<file path="config.mk">
export PLATFORM = sky130hd
export DESIGN_NAME = i2c_req_arbiter_flat
export DESIGN_NICKNAME = d
export VERILOG_FILES = /design/src/rtl/i2c_req_arbiter_if.sv /design/src/rtl/i2c_req_arbiter.sv /design/src/flat_wrapper.sv
export SDC_FILE = /design/constraint.sdc
export NUM_CORES = 1
export LEC_CHECK = 0
export ABC_AREA = 1
export BUFFER_PORTS_ARGS = -buffer_cell sky130_fd_sc_hd__buf_2
export CAP_MARGIN = 15
export CORE_UTILIZATION = 48
export CTS_BUF_LIST = sky130_fd_sc_hd__clkbuf_8
export CTS_CLUSTER_DIAMETER = 100
export CTS_CLUSTER_SIZE = 16
export DETAILED_ROUTE_END_ITERATION = 8
export GPL_ROUTABILITY_DRIVEN = 0
export PLACE_DENSITY_LB_ADDON = 0.25
export SLEW_MARGIN = 20
export SYNTH_ARGS = -nofsm -noshare
export SYNTH_HDL_FRONTEND = slang
export SYNTH_SLANG_ARGS = --single-unit
</file>
<file path="constraint.sdc">
create_clock -name i_clk -period 3.4 [get_ports i_clk]
set_clock_uncertainty 0.1 [all_clocks]
set_input_delay 0.68 -clock i_clk [delete_from_list [all_inputs] [get_ports i_clk]]
set_output_delay 0.68 -clock i_clk [all_outputs]
set_load 0.02 [all_outputs]
</file>
<file path="src/rtl/i2c_req_arbiter_if.sv">
// Bundle of requester-side and master-side signals around the I2C request arbiter.
// The slave modport is the arbiter's view; master is the view of whatever drives requests and busy.
interface i2c_req_arbiter_if #(
  parameter int N_REQ = 4
);
  logic [N_REQ-1:0]   i_req;
  logic [7*N_REQ-1:0] i_addr;
  logic [8*N_REQ-1:0] i_data;
  logic [N_REQ-1:0]   i_rnw;
  logic [3*N_REQ-1:0] i_word_cnt;
  logic [N_REQ-1:0]   o_gnt;
  logic [N_REQ-1:0]   o_done;
  logic [N_REQ-1:0]   o_err;
  logic               o_m_start;
  logic [6:0]         o_m_addr;
  logic [7:0]         o_m_data;
  logic               o_m_rnw;
  logic [2:0]         o_m_word_cnt;
  logic               i_m_busy;

  modport master (
    output i_req, i_addr, i_data, i_rnw, i_word_cnt, i_m_busy,
    input  o_gnt, o_done, o_err, o_m_start, o_m_addr, o_m_data, o_m_rnw, o_m_word_cnt
  );

  modport slave (
    input  i_req, i_addr, i_data, i_rnw, i_word_cnt, i_m_busy,
    output o_gnt, o_done, o_err, o_m_start, o_m_addr, o_m_data, o_m_rnw, o_m_word_cnt
  );
endinterface

</file>
<file path="src/rtl/i2c_req_arbiter.sv">
// Round-robin arbiter sharing one I2C master between N_REQ command sources.
// Latches the winner's command, pulses start, follows busy to completion and pulses done/err.
module i2c_req_arbiter #(
  parameter int N_REQ        = 4,
  parameter int BUSY_TIMEOUT = 16
) (
  input  logic                 i_clk,
  input  logic                 i_nrst,
  i2c_req_arbiter_if.slave     bus
);
  localparam int PW = (N_REQ > 1) ? $clog2(N_REQ) : 1;
  localparam int CW = $clog2(BUSY_TIMEOUT);

  typedef enum logic [2:0] {IDLE, LAUNCH, WAIT_BUSY, WAIT_DONE, RELEASE} state_t;

  state_t           state_q, state_d;
  logic [PW-1:0]    rr_ptr_q, rr_ptr_d;
  logic [CW-1:0]    cnt_q, cnt_d;
  logic [N_REQ-1:0] gnt_q, gnt_d, done_q, done_d, err_q, err_d;
  logic             start_q, start_d;
  logic [6:0]       addr_q, addr_d;
  logic [7:0]       data_q, data_d;
  logic             rnw_q, rnw_d;
  logic [2:0]       wcnt_q, wcnt_d;

  logic [2*N_REQ-1:0] req_dbl;
  logic [N_REQ-1:0]   req_rot;
  logic [PW-1:0]      offset;
  logic [PW:0]        sum;
  logic [PW-1:0]      winner;
  logic               any_req;

  // Rotate requests so bit 0 is the requester at rr_ptr; the lowest set bit is the winner's offset.
  always_comb begin
    req_dbl = {bus.i_req, bus.i_req} >> rr_ptr_q;
    req_rot = req_dbl[N_REQ-1:0];
    any_req = |bus.i_req;
    offset  = '0;
    for (int j = N_REQ - 1; j >= 0; j--) begin
      if (req_rot[j]) offset = PW'(j);
    end
    sum    = {1'b0, rr_ptr_q} + {1'b0, offset};
    winner = (sum >= (PW+1)'(N_REQ)) ? PW'(sum - (PW+1)'(N_REQ)) : PW'(sum);
  end

  always_comb begin
    state_d  = state_q;
    rr_ptr_d = rr_ptr_q;
    cnt_d    = cnt_q;
    gnt_d    = gnt_q;
    done_d   = '0;
    err_d    = '0;
    start_d  = 1'b0;
    addr_d   = addr_q;
    data_d   = data_q;
    rnw_d    = rnw_q;
    wcnt_d   = wcnt_q;
    case (state_q)
      IDLE: begin
        if (any_req) begin
          gnt_d    = N_REQ'(1) << winner;
          start_d  = 1'b1;
          rr_ptr_d = (winner == PW'(N_REQ - 1)) ? '0 : winner + PW'(1);
          for (int k = 0; k < N_REQ; k++) begin
            if (winner == PW'(k)) begin
              addr_d = bus.i_addr[7*k +: 7];
              data_d = bus.i_data[8*k +: 8];
              rnw_d  = bus.i_rnw[k];
              wcnt_d = bus.i_word_cnt[3*k +: 3];
            end
          end
          state_d = LAUNCH;
        end
      end
      LAUNCH: begin
        cnt_d   = '0;
        state_d = WAIT_BUSY;
      end
      WAIT_BUSY: begin
        if (bus.i_m_busy) begin
          state_d = WAIT_DONE;
        end else if (cnt_q == CW'(BUSY_TIMEOUT - 1)) begin
          // Master never acknowledged the start: finish the slot with an error.
          done_d  = gnt_q;
          err_d   = gnt_q;
          state_d = RELEASE;
        end else begin
          cnt_d = cnt_q + CW'(1);
        end
      end
      WAIT_DONE: begin
        if (!bus.i_m_busy) begin
          done_d  = gnt_q;
          state_d = RELEASE;
        end
      end
      RELEASE: begin
        gnt_d   = '0;
        state_d = IDLE;
      end
      default: state_d = IDLE;
    endcase
  end

  always_ff @(posedge i_clk or negedge i_nrst) begin
    if (!i_nrst) begin
      state_q  <= IDLE;
      rr_ptr_q <= '0;
      cnt_q    <= '0;
      gnt_q    <= '0;
      done_q   <= '0;
      err_q    <= '0;
      start_q  <= 1'b0;
      addr_q   <= '0;
      data_q   <= '0;
      rnw_q    <= 1'b0;
      wcnt_q   <= '0;
    end else begin
      state_q  <= state_d;
      rr_ptr_q <= rr_ptr_d;
      cnt_q    <= cnt_d;
      gnt_q    <= gnt_d;
      done_q   <= done_d;
      err_q    <= err_d;
      start_q  <= start_d;
      addr_q   <= addr_d;
      data_q   <= data_d;
      rnw_q    <= rnw_d;
      wcnt_q   <= wcnt_d;
    end
  end

  assign bus.o_gnt        = gnt_q;
  assign bus.o_done       = done_q;
  assign bus.o_err        = err_q;
  assign bus.o_m_start    = start_q;
  assign bus.o_m_addr     = addr_q;
  assign bus.o_m_data     = data_q;
  assign bus.o_m_rnw      = rnw_q;
  assign bus.o_m_word_cnt = wcnt_q;
endmodule

</file>
<file path="src/flat_wrapper.sv">
// flat-port wrapper written by rule: the top's interface ports become plain ports
module i2c_req_arbiter_flat 
#(
  parameter int N_REQ        = 4,
  parameter int BUSY_TIMEOUT = 16
)
  (i_clk, i_nrst, bus_i_req, bus_i_addr, bus_i_data, bus_i_rnw, bus_i_word_cnt, bus_i_m_busy, bus_o_gnt, bus_o_done, bus_o_err, bus_o_m_start, bus_o_m_addr, bus_o_m_data, bus_o_m_rnw, bus_o_m_word_cnt);
  i2c_req_arbiter_if #(.N_REQ(N_REQ)) bus_i ();
  input  logic i_clk;
  input  logic i_nrst;
  input wire logic [$bits(bus_i.i_req)-1:0] bus_i_req;
  input wire logic [$bits(bus_i.i_addr)-1:0] bus_i_addr;
  input wire logic [$bits(bus_i.i_data)-1:0] bus_i_data;
  input wire logic [$bits(bus_i.i_rnw)-1:0] bus_i_rnw;
  input wire logic [$bits(bus_i.i_word_cnt)-1:0] bus_i_word_cnt;
  input wire logic [$bits(bus_i.i_m_busy)-1:0] bus_i_m_busy;
  output wire logic [$bits(bus_i.o_gnt)-1:0] bus_o_gnt;
  output wire logic [$bits(bus_i.o_done)-1:0] bus_o_done;
  output wire logic [$bits(bus_i.o_err)-1:0] bus_o_err;
  output wire logic [$bits(bus_i.o_m_start)-1:0] bus_o_m_start;
  output wire logic [$bits(bus_i.o_m_addr)-1:0] bus_o_m_addr;
  output wire logic [$bits(bus_i.o_m_data)-1:0] bus_o_m_data;
  output wire logic [$bits(bus_i.o_m_rnw)-1:0] bus_o_m_rnw;
  output wire logic [$bits(bus_i.o_m_word_cnt)-1:0] bus_o_m_word_cnt;
  assign bus_i.i_req = bus_i_req;
  assign bus_i.i_addr = bus_i_addr;
  assign bus_i.i_data = bus_i_data;
  assign bus_i.i_rnw = bus_i_rnw;
  assign bus_i.i_word_cnt = bus_i_word_cnt;
  assign bus_i.i_m_busy = bus_i_m_busy;
  assign bus_o_gnt = bus_i.o_gnt;
  assign bus_o_done = bus_i.o_done;
  assign bus_o_err = bus_i.o_err;
  assign bus_o_m_start = bus_i.o_m_start;
  assign bus_o_m_addr = bus_i.o_m_addr;
  assign bus_o_m_data = bus_i.o_m_data;
  assign bus_o_m_rnw = bus_i.o_m_rnw;
  assign bus_o_m_word_cnt = bus_i.o_m_word_cnt;
  i2c_req_arbiter #(.N_REQ(N_REQ), .BUSY_TIMEOUT(BUSY_TIMEOUT)) u_core (.i_clk(i_clk), .i_nrst(i_nrst), .bus(bus_i));
endmodule
</file>
Yosys cells after proc, flatten, opt, wreduce, memory -nomap -nowiden

Index checks and enable logic that the tools add are counted.

Register bits: 41
Input port bits: 83
Output and inout port bits: 32
Word-level logic and storage cells: 81

Add/subtract/negate cells: 4
Order comparisons: 1
Equal/unequal tests: 13
Shift operators: 2
Muxes and demuxes: 39
Reduce and logical (&&, ||, !) cells: 11

Operators with widths:

| operator                                                          | count |
|---|---|
| 8-bit two-way mux                                                 | 4 |
| 4-bit two-way mux                                                 | 7 |
| 7-bit two-way mux                                                 | 4 |
| 3-bit two-way mux                                                 | 8 |
| 4-bit one-hot mux with 2 select lines                             | 3 |
| 2-bit two-way mux                                                 | 6 |
| 3-bit one-hot mux with 4 select lines                             | 1 |
| 3-bit AND reduction                                               | 3 |
| 8-bit by 2-bit >> shifter with 4-bit output                       | 1 |
| 3-bit by 2-bit == test with 1-bit output, second input constant   | 2 |
| 1-bit two-way mux                                                 | 6 |
| 2-bit != test, second input constant                              | 3 |
| 4-bit by 1-bit adder with 4-bit output, second input constant     | 1 |
| 2-bit == test, second input constant                              | 2 |
| 4-bit == test, second input constant                              | 1 |
| 2-bit AND reduction                                               | 2 |
| 2-bit nonzero test                                                | 2 |
| 4-bit nonzero test                                                | 1 |
| 4-bit OR reduction                                                | 1 |
| 1-bit by 2-bit << shifter with 4-bit output, first input constant | 1 |
| 2-bit by 2-bit adder with 3-bit output                            | 1 |
| 3-bit by 1-bit == test with 1-bit output, second input constant   | 1 |
| 3-bit == test, second input constant                              | 1 |
| 3-bit >= comparator, second input constant                        | 1 |
| other kinds (7)                                                   | 7 |

Depth between registers and ports, before layout

Gate-level depths: netlist of run 1.

Depth in word-level cells: 13
Mapped depth: 19
Gate-level depth less buffers: 18

Least setup slack after synthesis of run 1

Ideal clock, no wire load.

Path kind: input to register
Start: input port bus_i_req[1]
End: register u_core.addr_q[5] (netlist: u_core.bus.o_m_addr[5])
Setup time: 0.073 ns
Arrival: 2.533 ns
Data required time: 3.227 ns
Setup slack: 0.694 ns
Cell stages on the path: 18
Path buffers: 2
Path through: nand2_1 > nand3_1 > nand2_1 > nand3_1 > a21boi_0 > ha_1 > xor2_1 > inv_1 > nand3_1 > nand2_1 > inv_1 > ha_1 > buf_2 > buf_4 > nand2_1 > nand3_1 > o211ai_1 > a21oi_2

Longest elaborated chain between the ends: 12
Elaborated cells on any way between the ends: 19
Classes of those cells: add/sub (2); order compare (1); eq/ne (3); shift (1); mux (8); reduce/logical (4)

RTL lines:

| what                                                                               | line                   | text |
|---|---|---|
| start: declaration                                                                 | flat_wrapper.sv:11     | `input wire logic [$bits(bus_i.i_req)-1:0] bus_i_req;` |
| 8-bit by 2-bit >> shifter with 4-bit output                                        | i2c_req_arbiter.sv:35  | `req_dbl = {bus.i_req, bus.i_req} >> rr_ptr_q;` |
| 2-bit two-way mux (4 in a row)                                                     | i2c_req_arbiter.sv:40  | `if (req_rot[j]) offset = PW'(j);` |
| 2-bit by 2-bit adder with 3-bit output                                             | i2c_req_arbiter.sv:42  | `sum = {1'b0, rr_ptr_q} + {1'b0, offset};` |
| 3-bit >= comparator or 2-bit by 1-bit subtractor with 2-bit output (tied branches) | i2c_req_arbiter.sv:43  | `winner = (sum >= (PW+1)'(N_REQ)) ? PW'(sum - (PW+1)'(N_REQ)) : PW'(sum);` |
| 2-bit two-way mux                                                                  | i2c_req_arbiter.sv:43  |  |
| 2-bit by 1-bit == test with 1-bit output                                           | i2c_req_arbiter.sv:65  | `if (winner == PW'(k)) begin` |
| 7-bit two-way mux (3 in a row)                                                     | i2c_req_arbiter.sv:65  |  |
| end signal: assignment                                                             | i2c_req_arbiter.sv:126 | `addr_q <= addr_d;` |
| end: declaration                                                                   | i2c_req_arbiter.sv:21  | `logic [6:0] addr_q, addr_d;` |

Parallel ways exist; a longest one is shown, timed or not.
A chain may end at the register's enable or synchronous reset.

Final worst setup path of run 1

Start: register u_core.rr_ptr_q[0]
End: register u_core.wcnt_q[1] (netlist: u_core.bus.o_m_word_cnt[1])

Longest elaborated chain between the ends: 12
Elaborated cells on any way between the ends: 18
Classes of those cells: add/sub (2); order compare (1); eq/ne (3); shift (1); mux (8); reduce/logical (3)

RTL lines:

| what                                                                               | line                   | text |
|---|---|---|
| start: declaration                                                                 | i2c_req_arbiter.sv:17  | `logic [PW-1:0] rr_ptr_q, rr_ptr_d;` |
| start signal: assignment                                                           | i2c_req_arbiter.sv:120 | `rr_ptr_q <= rr_ptr_d;` |
| 8-bit by 2-bit >> shifter with 4-bit output                                        | i2c_req_arbiter.sv:35  |  |
| 2-bit two-way mux (4 in a row)                                                     | i2c_req_arbiter.sv:40  |  |
| 2-bit by 2-bit adder with 3-bit output *                                           | i2c_req_arbiter.sv:42  |  |
| 3-bit >= comparator or 2-bit by 1-bit subtractor with 2-bit output (tied branches) | i2c_req_arbiter.sv:43  |  |
| 2-bit two-way mux *                                                                | i2c_req_arbiter.sv:43  |  |
| 2-bit by 1-bit == test with 1-bit output                                           | i2c_req_arbiter.sv:65  |  |
| 3-bit two-way mux (3 in a row)                                                     | i2c_req_arbiter.sv:65  |  |
| end signal: assignment                                                             | i2c_req_arbiter.sv:129 | `wcnt_q <= wcnt_d;` |
| end: declaration                                                                   | i2c_req_arbiter.sv:24  | `logic [2:0] wcnt_q, wcnt_d;` |

Mark *: on every way between the ends. The rest lies on a longest branch, timed or not.

==> results of run 1 <==
==> state kept, by name (all words and copies together) (netlist names) <==
signal / count
u_core.bus.o_done: 4
u_core.bus.o_err: 4
u_core.bus.o_gnt: 4
u_core.bus.o_m_addr: 7
u_core.bus.o_m_data: 8
u_core.bus.o_m_rnw: 1
u_core.bus.o_m_start: 1
u_core.bus.o_m_word_cnt: 3
u_core.cnt_q: 4
u_core.rr_ptr_q: 2
u_core.state_q: 3
==> stage by stage <==
stage / std cells / setup WS (ns) / util / power [mW]
2_1_floorplan: 307 / 0.694 / - / 2.99
4_1_cts: 485 / 0.586 / 0.652 / 3.92
3_3_place_gp: 477 / 0.479 / 0.628 / 3.43
6_report: 485 / 0.586 / 0.652 / 3.89
5_1_grt: 485 / 0.265 / 0.652 / 4.29
3_5_place_dp: 477 / 0.359 / 0.628 / 3.52
==> area by class of cell <==
cell class	instances	area, sq um
clock inverters	3	46.3
well taps	67	83.8
inverters	18	72.6
flip-flops and latches	41	1030
repair buffers	119	608
multi-input cells	232	1210
fillers	450	1670
clock buffers	5	68.8
==> metal layers <==
layer / part of all wire / global-route usage
met1: 0.42 / 0.311
met2: 0.50 / 0.401
met3: 0.058 / 0.0539
met4: 0.018 / 0.0697
met5: 0 / 0
==> worst max path at each step <==
stage,start,endpoint,slack [ns],cells past startpoint
6_report,u_core.rr_ptr_q[0],u_core.bus.o_m_word_cnt[1],0.59,17
5_1_grt,u_core.rr_ptr_q[0],u_core.bus.o_m_addr[2],0.27,17
4_1_cts,u_core.rr_ptr_q[0],u_core.bus.o_m_word_cnt[1],0.59,17
3_5_place_dp,bus_i_req[1],u_core.bus.o_m_word_cnt[2],0.36,17
3_3_place_gp,bus_i_req[1],u_core.bus.o_m_word_cnt[1],0.48,17
2_1_floorplan,bus_i_req[1],u_core.bus.o_m_addr[5],0.69,18
==> power groups by stage <==
stage | combinational, mW | clock (mW) | sequential, mW
4_1_cts | 2.71 | 0.407 | 0.805
6_report | 2.68 | 0.400 | 0.807
2_1_floorplan | 2.02 | 0 | 0.968
3_5_place_dp | 2.71 | 0 | 0.811
3_3_place_gp | 2.63 | 0 | 0.805
5_1_grt | 3.03 | 0.424 | 0.830
==> kinds of logic after synthesis <==
logic type,count (synthesis),synth area share
compound gates,71,0.188
xor+xnor,2,0.00720
fa+ha+maj,6,0.0308
buf+inv,34,0.0792
flops,41,0.422
simple gates,153,0.273
==> worst register-to-register path: cells and delay by family (launching register included) <==
kind                     cells  cell delay [ns]
XOR/XNOR                     1             0.19
flip-flops                   1             0.45
AO/OA/AOI/OAI                3             0.39
AND/OR/NAND/NOR              7             0.62
adder cells (fa/ha/maj)      2             0.36
buffers and inverters        4             0.58
==> placed cells by master, fill, tap and decap left out, types with 5 or more instances in the layout <==
cell	count
buf_2	114
nand2_1	73
dfrtp_1	41
nand3_1	38
nor2_1	30
a21oi_1	25
o211ai_1	19
inv_1	15
a21oi_2	14
o21ai_0	9
ha_1	6
clkbuf_8	5
buf_4	5
==> results.txt, run 1 <==
Worst Hold Class: reg -> reg
Worst EP arrival: 2.89 ns
WL/cell: 12.8 um
Slowest cell on crit path: dfrtp_1
Core box area: 4790 sq um
Worst path top cell family by delay: simple AND/OR/NAND/NOR gates
#FFs+latches synth: 41
Total number of vias: 2510
IO Port Bufs: 114
CTS tree: done
Fin. max-slew vios: 0
Fin. Hold Viols: 0
Warnings, synthesis: 0
Post-synth EDFFs: 0
Hold endpoint: u_core.bus.o_m_addr[4]
Synth Net Count: 396
Crit path max fanout: 39
Most instantiated library cell after synthesis: nand2_1
Yosys top cell by area: dfrtp_1
Reg2Reg Setup Slack: 0.59 ns
Clock share of power: 0.103
Tcrit/Tclk final: 0.828
Post-route cell area: 3120 sq um
Seq pwr share: 0.207
Post-route DRC violation count: 0
CP Launch Type: flip-flop
Skew-Pair Late Insertion Delay: 0.29 ns
Initial Utilization: 0.508
P_int: 1.85 mW
Synth top cells by count: nand2_1, dfrtp_1, nand3_1
Min cycle time layout: 2.81 ns
Psw: 2.03 mW
Syn Inst Count: 307
Synth cell types: 28
Die Height: 73.2 um
Pwr Density: 1250 nW/um^2
Sequential area share after synthesis: 0.422
Avg Inst Size Synth: 7.93 sq um
HPWL after DPL: 4.43 mm
Asr flop ratio synth: 1.00
Vias in the first global route: 2185
Fin nets: 506
HP Start: u_core.bus.o_m_addr[4]
Post-CTS sizing: 0
CP bufs+invs: 4
Area grow syn2layout: 28.2%
Hold buffers post-CTS: 0
Top FF cell, synth: dfrtp_1
Status: completed
Die Wd: 73.2 um
Setup CP Type: reg -> reg
Number of vias per cell: 5.18
Die Area: 5360 sq um
Htree depth: 2
I/O pin count: 115
Clk sinks: 41
Reg2reg end: u_core.bus.o_m_word_cnt[1]
CP peak stage delay: 0.45 ns
Fmax: 0.355 GHz
Cell area after synthesis: 2430 sq um
Tot GR Track Use: 0.240
Static Leak: 1.61 nW
Iter 0 DRT Violations: 135
Dpl cell area: 3010 sq um
DRT antenna net count: 0
RSZ-0062 raised after global routing: false
Clock root buffer: clkbuf_8
Maximum VDD drop: 805 uV
Ant diodes: 0
Hold Crit Depth: 2
Remaining Overflow, GRT: 0
Routed WL: 6.19 mm
Sw frac: 0.523
Area share of the largest cell type after synthesis: 0.422
Top cells by area, synth: dfrtp_1, nand2_1, nand3_1
Final setup viols: 0
Crit Reg-Reg Startpoint: u_core.rr_ptr_q[0]
Largest net degree at the start of global routing: 42
Setup tns final: 0 ns
Slew margin rel.: 0.394
Post-CTS Setup Repair Bufs: 0
Max cap viols: 0
Cell mode on critical path: nand3_1
FF-to-FF path depth: 17
Slew @ Worst Pin: 0.910 ns
Combinational share of power: 0.690
Initial antenna violation count: 0
Req. time, crit path: 3.48 ns
Drt pass-1 iters: 4
First-pass GRT wire length: 9.98 mm
Critical Path Sink Type: flip-flop
CP Cell Sequence: inv_1 -> nand2_1 -> nand3_1 -> nand2_1 -> nand3_1 -> a21boi_0 -> ha_1 -> xor2_1 -> inv_1 -> nand3_1 -> nand2_1 -> ha_1 -> inv_1 -> buf_4 -> nand3_1 -> o211ai_1 -> a21oi_2
CTS clk-pin slew, worst paths: 0.09 ns
Share of cells above drive strength 1: 0.361
WHS: 0.414 ns
Number of cell rows: 25
CTS buffer count: 5
Clock tree buffer depth: 2
Power figures use the tool's default switching activity.
==> inputs of run 2 (changes only) <==
--- a/config.mk
+++ b/config.mk
@@ -5,10 +5,10 @@
 export SDC_FILE = /design/constraint.sdc
 export NUM_CORES = 1
 export LEC_CHECK = 0
-export ABC_AREA = 1
+export ABC_AREA = 0
 export BUFFER_PORTS_ARGS = -buffer_cell sky130_fd_sc_hd__buf_2
 export CAP_MARGIN = 15
-export CORE_UTILIZATION = 48
+export CORE_UTILIZATION = 44
 export CTS_BUF_LIST = sky130_fd_sc_hd__clkbuf_8
 export CTS_CLUSTER_DIAMETER = 100
 export CTS_CLUSTER_SIZE = 16
==> constraint.sdc (replaced) <==
create_clock -name i_clk -period 2.58 [get_ports i_clk]
set_clock_uncertainty 0.1 [all_clocks]
set_input_delay 0.516 -clock i_clk [delete_from_list [all_inputs] [get_ports i_clk]]
set_output_delay 0.516 -clock i_clk [all_outputs]
set_load 0.02 [all_outputs]
==> run 2 against run 1 <==
The flow now finishes with violations (setup timing); combinational power up 47%; die area grew 9.3%; final area increased by 10%; critical path type unchanged; largest power group unchanged.
==> results.txt, run 2 <==
Vias in the first global route: 2156
Crit Reg-Reg Startpoint: u_core.rr_ptr_q[0]
CTS buffer count: 5
Iter 0 DRT Violations: 91
M2 GR Usage: 0.367
Post-synthesis xor/xnor area fraction: 0.0107
Static Leak: 1.64 nW
Share of cells above drive strength 1: 0.432
Warnings, synthesis: 0
Routed WL: 6.01 mm
Core box area: 5240 sq um
Final worst setup slack: -0.0334 ns
Initial antenna violation count: 0
Die Height: 76.5 um
Stages on the worst setup path: 13
Most common cell after layout, fill and taps aside: buf_2
Yosys top cell by area: dfrtp_1
Setup tns final: -0.172 ns
Met3 Resource Use GR: 0.0467
Top cells by area, synth: dfrtp_1, mux2i_1, o21ai_0
Setup CP Type: reg -> reg
Synth Net Count: 347
Post-synthesis adder-cell area fraction: 0.0307
Syn Inst Count: 258
Crit path max fanout: 10
Failing checks: setup timing
CTS tree: done
CP Cell Sequence: nand3b_1 -> o311ai_2 -> o21ai_1 -> o221ai_1 -> ha_2 -> xor2_4 -> xnor2_2 -> ha_4 -> buf_12 -> mux2i_1 -> o21ai_1 -> mux2i_1 -> a21oi_1
RSZ-0062 raised after global routing: true
Fin. Hold Viols: 0
Dpl ws: -0.322 ns
Maximum VDD drop: 1260 uV
Min cycle time layout: 2.61 ns
Htree depth: 2
Worst path top cell family by delay: compound AO/OA/AOI/OAI gates
Tcrit/Tclk final: 1.01
Slew margin rel.: 0.657
Slowest cell on crit path: dfrtp_2
Die Area: 5860 sq um
Status: complete, but fails checks
Most Crowded Layer GR: met2
Total number of vias: 2304
Ant diodes: 0
Most frequent cells in the layout: buf_2, dfrtp_1, mux2i_1, nor2_1, nand2_1
Post-route DRC violation count: 0
Area grow syn2layout: 40.9%
Req. time, crit path: 2.65 ns
Slew @ Worst Pin: 0.511 ns
WL/cell: 13.1 um
Drt pass-1 iters: 4
Pwr Density: 1570 nW/um^2
Worst EP arrival: 2.68 ns
Fin. max-slew vios: 0
Crit path from: u_core.rr_ptr_q[0]
IO Port Bufs: 114
HPWL after DPL: 4.53 mm
Tot GR Track Use: 0.211
Sequential area share after synthesis: 0.420
Clock root buffer: clkbuf_8
CTS clk-pin slew, worst paths: 0.08 ns
Asr flop ratio synth: 1.00
Initial Utilization: 0.467
Clk sinks: 41
Hold buffers post-CTS: 0
Power, Total: 5.42 mW
Avg Inst Size Synth: 9.48 sq um
Remaining Overflow, GRT: 0
Worst Hold Class: in -> async
Synth top cells by count: dfrtp_1, mux2i_1, o21ai_0
Final setup viols: 11
Fin nets: 477
FF-to-FF path depth: 13
Skew-Pair Late Insertion Delay: 0.29 ns
Largest register FFs: 8
Top FF cell, synth: dfrtp_1
Number of cell rows: 26
First-pass GRT wire length: 9.85 mm
DRT antenna net count: 0
Critical Path Sink Type: flip-flop
Synth cell types: 35
Fmax: 0.383 GHz
Largest family of logic cells by synthesized area: simple AND/OR/NAND/NOR gates
M1 GR Usage: 0.264
Compound-gate portion of the synthesized area: 0.147
I/O pin count: 115
Max cap viols: 0
Largest net degree at the start of global routing: 32
Reg2Reg Setup Slack: -0.03 ns
Area share of the largest cell type after synthesis: 0.420
Die Wd: 76.5 um
Post-synth EDFFs: 0
Reg2reg end: u_core.bus.o_m_addr[1]
Post-Synth Simple-Gate Area: 0.176
Mux contribution to synthesized area: 0.174
CP Launch Type: flip-flop
CP bufs+invs: 1
Clock tree buffer depth: 2
Cell area after synthesis: 2440 sq um
CP peak stage delay: 0.46 ns
Setup crit end: u_core.bus.o_m_addr[1]
#FFs+latches synth: 41
Number of vias per cell: 5.02
Most instantiated library cell after synthesis: dfrtp_1
==> run 2: what timing repair did <==
action	4_1_cts	5_1_grt
pin swaps	4	17
endpoints found under the setup margin	19	23
setup buffers	1	0
gates cloned	0	1
gates resized for setup	8	22
==> run 2: worst register-to-register path, stage by stage (launching register included) <==
cell and delay, ns:
dfrtp_2 0.46, nand3b_1 0.12, o311ai_2 0.10, o21ai_1 0.08, o221ai_1 0.13, ha_2 0.24, xor2_4 0.17, xnor2_2 0.24
ha_4 0.21, buf_12 0.15, mux2i_1 0.19, o21ai_1 0.08, mux2i_1 0.14, a21oi_1 0.08
==> run 2: kinds of logic (layout without fill, tap and decap cells) <==
logic type | count (synthesis) | after routing
AO/OA/AOI/OAI | 64 | 64
AND/OR/NAND/NOR | 82 | 82
adder cells (fa/ha/maj) | 6 | 6
flip-flops | 41 | 41
multiplexers | 42 | 42
XOR/XNOR | 3 | 3
buffers and inverters | 20 | 151
==> run 2: routing by layer <==
layer | up-vias | share of wire | routed length (um)
met1 | 1061 | 0.43 | 2610
met2 | 72 | 0.51 | 3050
li1 | 1166 | - | -
met4 | 0 | 0.0075 | 45
met5 | - | 0 | 0
met3 | 5 | 0.050 | 303
==> run 2: final cells by class <==
type | instances | area, sq um
Fill cell | 436 | 1790
Multi-Input combinational cell | 197 | 1400
Sequential cell | 41 | 1030
Timing Repair Buffer | 140 | 832
Tap cell | 70 | 87.6
Clock buffer | 5 | 68.8
Clock inverter | 3 | 17.5
Inverter | 3 | 11.3
==> run 2: worst min-delay path by stage <==
stage               slack, ns              endpoint
finish                   0.03       u_core.cnt_q[2]
floorplan                0.12  u_core.bus.o_done[0]
global route             0.05       u_core.cnt_q[3]
global placement         0.35  u_core.bus.o_m_start
CTS                      0.04       u_core.cnt_q[2]
detailed placement       0.36  u_core.bus.o_m_start
==> run 2: through the flow <==
step	utilization	hold slack [ns]	cell area (sq um)	cells
floorplan	-	0.120	2480	258
CTS	0.642	0.0351	3360	458
finish	0.658	0.0267	3450	459
global route	0.658	0.0451	3450	459
detailed placement	0.619	0.357	3240	449
global placement	0.618	0.347	3230	448
==> run 2: power breakdown <==
part / switching [mW] / internal, mW / leakage [nW]
logic: 2.03 / 1.92 / 1.10
clock network: 0.222 / 0.187 / 0.0439
registers: 0.164 / 0.900 / 0.499
total: 2.41 / 3.00 / 1.64
==> inputs of run 3 (changes only) <==
--- a/config.mk
+++ b/config.mk
@@ -8,8 +8,8 @@
 export ABC_AREA = 0
 export BUFFER_PORTS_ARGS = -buffer_cell sky130_fd_sc_hd__buf_2
 export CAP_MARGIN = 15
-export CORE_UTILIZATION = 44
-export CTS_BUF_LIST = sky130_fd_sc_hd__clkbuf_8
+export CORE_UTILIZATION = 47
+export CTS_BUF_LIST = sky130_fd_sc_hd__clkbuf_16
 export CTS_CLUSTER_DIAMETER = 100
 export CTS_CLUSTER_SIZE = 16
 export DETAILED_ROUTE_END_ITERATION = 8
==> constraint.sdc (replaced) <==
create_clock -name i_clk -period 2.63 [get_ports i_clk]
set_clock_uncertainty 0.1 [all_clocks]
set_input_delay 0.526 -clock i_clk [delete_from_list [all_inputs] [get_ports i_clk]]
set_output_delay 0.526 -clock i_clk [all_outputs]
set_load 0.02 [all_outputs]
==> run 3 against run 2 <==
The run still ends with setup timing left; non-clock buffer count down 2; critical path depth unchanged; via count up 3.4%; die area down 6.2%; flip-flop and latch count unchanged; final area up 3.8%; global-route usage up 2.8 points; utilization up 8.0 points; largest cell class unchanged; highest routed layer unchanged.
==> results.txt, run 3 (synthesis gave the netlist of run 2 again) <==
CTS tree: done
Die Area: 5490 sq um
Core box area: 4850 sq um
Number of cell rows: 25
Skew-Pair Late Insertion Delay: 0.29 ns
Fin. Hold Viols: 0
Setup tns final: -0.352 ns
Setup CP Type: reg -> reg
Post-route DRC violation count: 0
WL/cell: 14.8 um
Power, Total: 5.96 mW
Most common cell after layout, fill and taps aside: buf_2
CP Launch Type: flip-flop
Tcrit/Tclk final: 1.03
Dpl ws: -0.334 ns
Clock tree buffer depth: 2
Remaining Overflow, GRT: 0
WHS: 0.155 ns
Finished Layout Cells: 454
Htree depth: 2
Slew margin rel.: 0.315
Most frequent cells in the layout: buf_2, dfrtp_1, mux2i_1, nor2_1, nand2_1
Die Wd: 74.1 um
Largest net degree at the start of global routing: 29
P_int: 3.38 mW
Maximum VDD drop: 1120 uV
# fillers: 346
HPWL after DPL: 4.41 mm
IO Port Bufs: 114
CTS clk-pin slew, worst paths: 0.07 ns
Ant diodes: 0
Area grow syn2layout: 46.3%
Register area: 1030 sq um
Initial Utilization: 0.504
Drt pass-1 iters: 6
I/O pin count: 115
Fmax: 0.367 GHz
Area of the multi-input gates: 1440 sq um
Share of the core filled with cells: 0.738
CTS buffer count: 5
Crit path max fanout: 6
Clock root buffer: clkbuf_16
Min cycle time layout: 2.72 ns
Die Height: 74.1 um
Iter 0 DRT Violations: 86
Share of cells above drive strength 1: 0.437
Routed WL: 6.74 mm
CP peak stage delay: 0.42 ns
Initial antenna violation count: 0
Failing checks: setup timing
Dpl cell area: 3200 sq um
Req. time, crit path: 2.69 ns
Sw frac: 0.432
Slowest cell on crit path: dfrtp_2
Slew @ Worst Pin: 1.02 ns
Status: complete, but fails checks
Post-route cell area: 3580 sq um
Psw: 2.57 mW
Total number of vias: 2383
Max cap viols: 0
Pwr Density: 1670 nW/um^2
Number of vias per cell: 5.25
Cell mode on critical path: mux2i_1
Seq pwr share: 0.185
Fin. max-slew vios: 0
Post-placement cell count: 441
RSZ-0062 raised after global routing: true
Fin nets: 475
Final setup viols: 10
Largest register FFs: 8
First-pass GRT wire length: 9.86 mm
Static Leak: 1.69 nW
CP Cell Sequence: nand2b_4 -> o22ai_2 -> o21ai_2 -> o221ai_2 -> ha_2 -> xor2_4 -> xnor2_2 -> ha_4 -> buf_16 -> mux2i_1 -> o21ai_1 -> mux2i_1 -> a21oi_1
Worst Hold Class: in -> async
Clk sinks: 41
Clock share of power: 0.120
Worst EP arrival: 2.79 ns
Tot GR Track Use: 0.239
Final worst setup slack: -0.0917 ns
Combinational share of power: 0.695
Critical Path Sink Type: flip-flop
DRT antenna net count: 0
Vias in the first global route: 2139
[run 3: changes by cell type in the layout (fill, tap and decap cells not counted), moves of 2 or more]
cell / before / now
clkbuf_16: 1 / 7
o21ai_0: 13 / 9
buf_6: 3 / 1
o21ai_1: 17 / 20
clkinv_2: 2 / 0
clkbuf_8: 5 / 0
buf_4: 19 / 17
[run 3: area by class of cell]
cell class / instances / area share
clock inverters: 3 / 0.0129
multi-input cells: 197 / 0.402
clock buffers: 5 / 0.0350
inverters: 3 / 0.00315
flip-flops and latches: 41 / 0.287
well taps: 67 / 0.0234
repair buffers: 138 / 0.237
[run 3: power groups by stage]
stage | Combinational (mW) | Sequential (mW) | Clock (mW)
2_1_floorplan | 2.22 | 1.24 | 0
3_3_place_gp | 3.21 | 1.08 | 0
3_5_place_dp | 3.31 | 1.09 | 0
4_1_cts | 3.60 | 1.09 | 0.715
5_1_grt | 4.45 | 1.13 | 0.748
6_report | 4.14 | 1.10 | 0.715
[run 3: metal layers]
| metal | up-vias | share of wire | track usage | wire length (um) |
|---|---|---|---|---|
| li1 | 1162 | - | - | - |
| met1 | 1111 | 0.41 | 0.291 | 2780 |
| met2 | 97 | 0.51 | 0.398 | 3440 |
| met3 | 13 | 0.053 | 0.0474 | 358 |
| met4 | 0 | 0.024 | 0.128 | 159 |
| met5 | - | 0 | 0 | 0 |
[run 3: final timing paths]
kind / from / end / slack (ns) / cells past startpoint
min in group i_clk: bus_i_m_busy / u_core.state_q[2] / 0.42 / 2
worst max register to register: u_core.rr_ptr_q[0] / u_core.bus.o_m_addr[4] / -0.09 / 13
worst min-delay path: i_nrst / u_core.bus.o_gnt[0] / 0.15 / 1
worst max-delay path: u_core.rr_ptr_q[0] / u_core.bus.o_m_addr[4] / -0.09 / 13
worst min register to register: u_core.bus.o_m_data[0] / u_core.bus.o_m_data[0] / 0.43 / 2
max in group asynchronous: i_nrst / u_core.bus.o_m_data[1] / 1.71 / 2
[run 3: repair_timing]
item / 4_1_cts / 5_1_grt
buffers inserted: 1 / 1
setup endpoints to repair: 22 / 22
resized for setup: 11 / 31
pin swaps: 5 / 19
gates cloned: 1 / 2
hold buffers: 0 / 0
[run 3: worst max-delay path: cells and delay by family, from the launching register on]
family | cells | cell delay, ns
buffers and inverters | 1 | 0.15
AO/OA/AOI/OAI | 5 | 0.50
adder cells (fa/ha/maj) | 2 | 0.49
multiplexers | 2 | 0.41
flip-flops | 1 | 0.42
AND/OR/NAND/NOR | 1 | 0.14
XOR/XNOR | 2 | 0.39
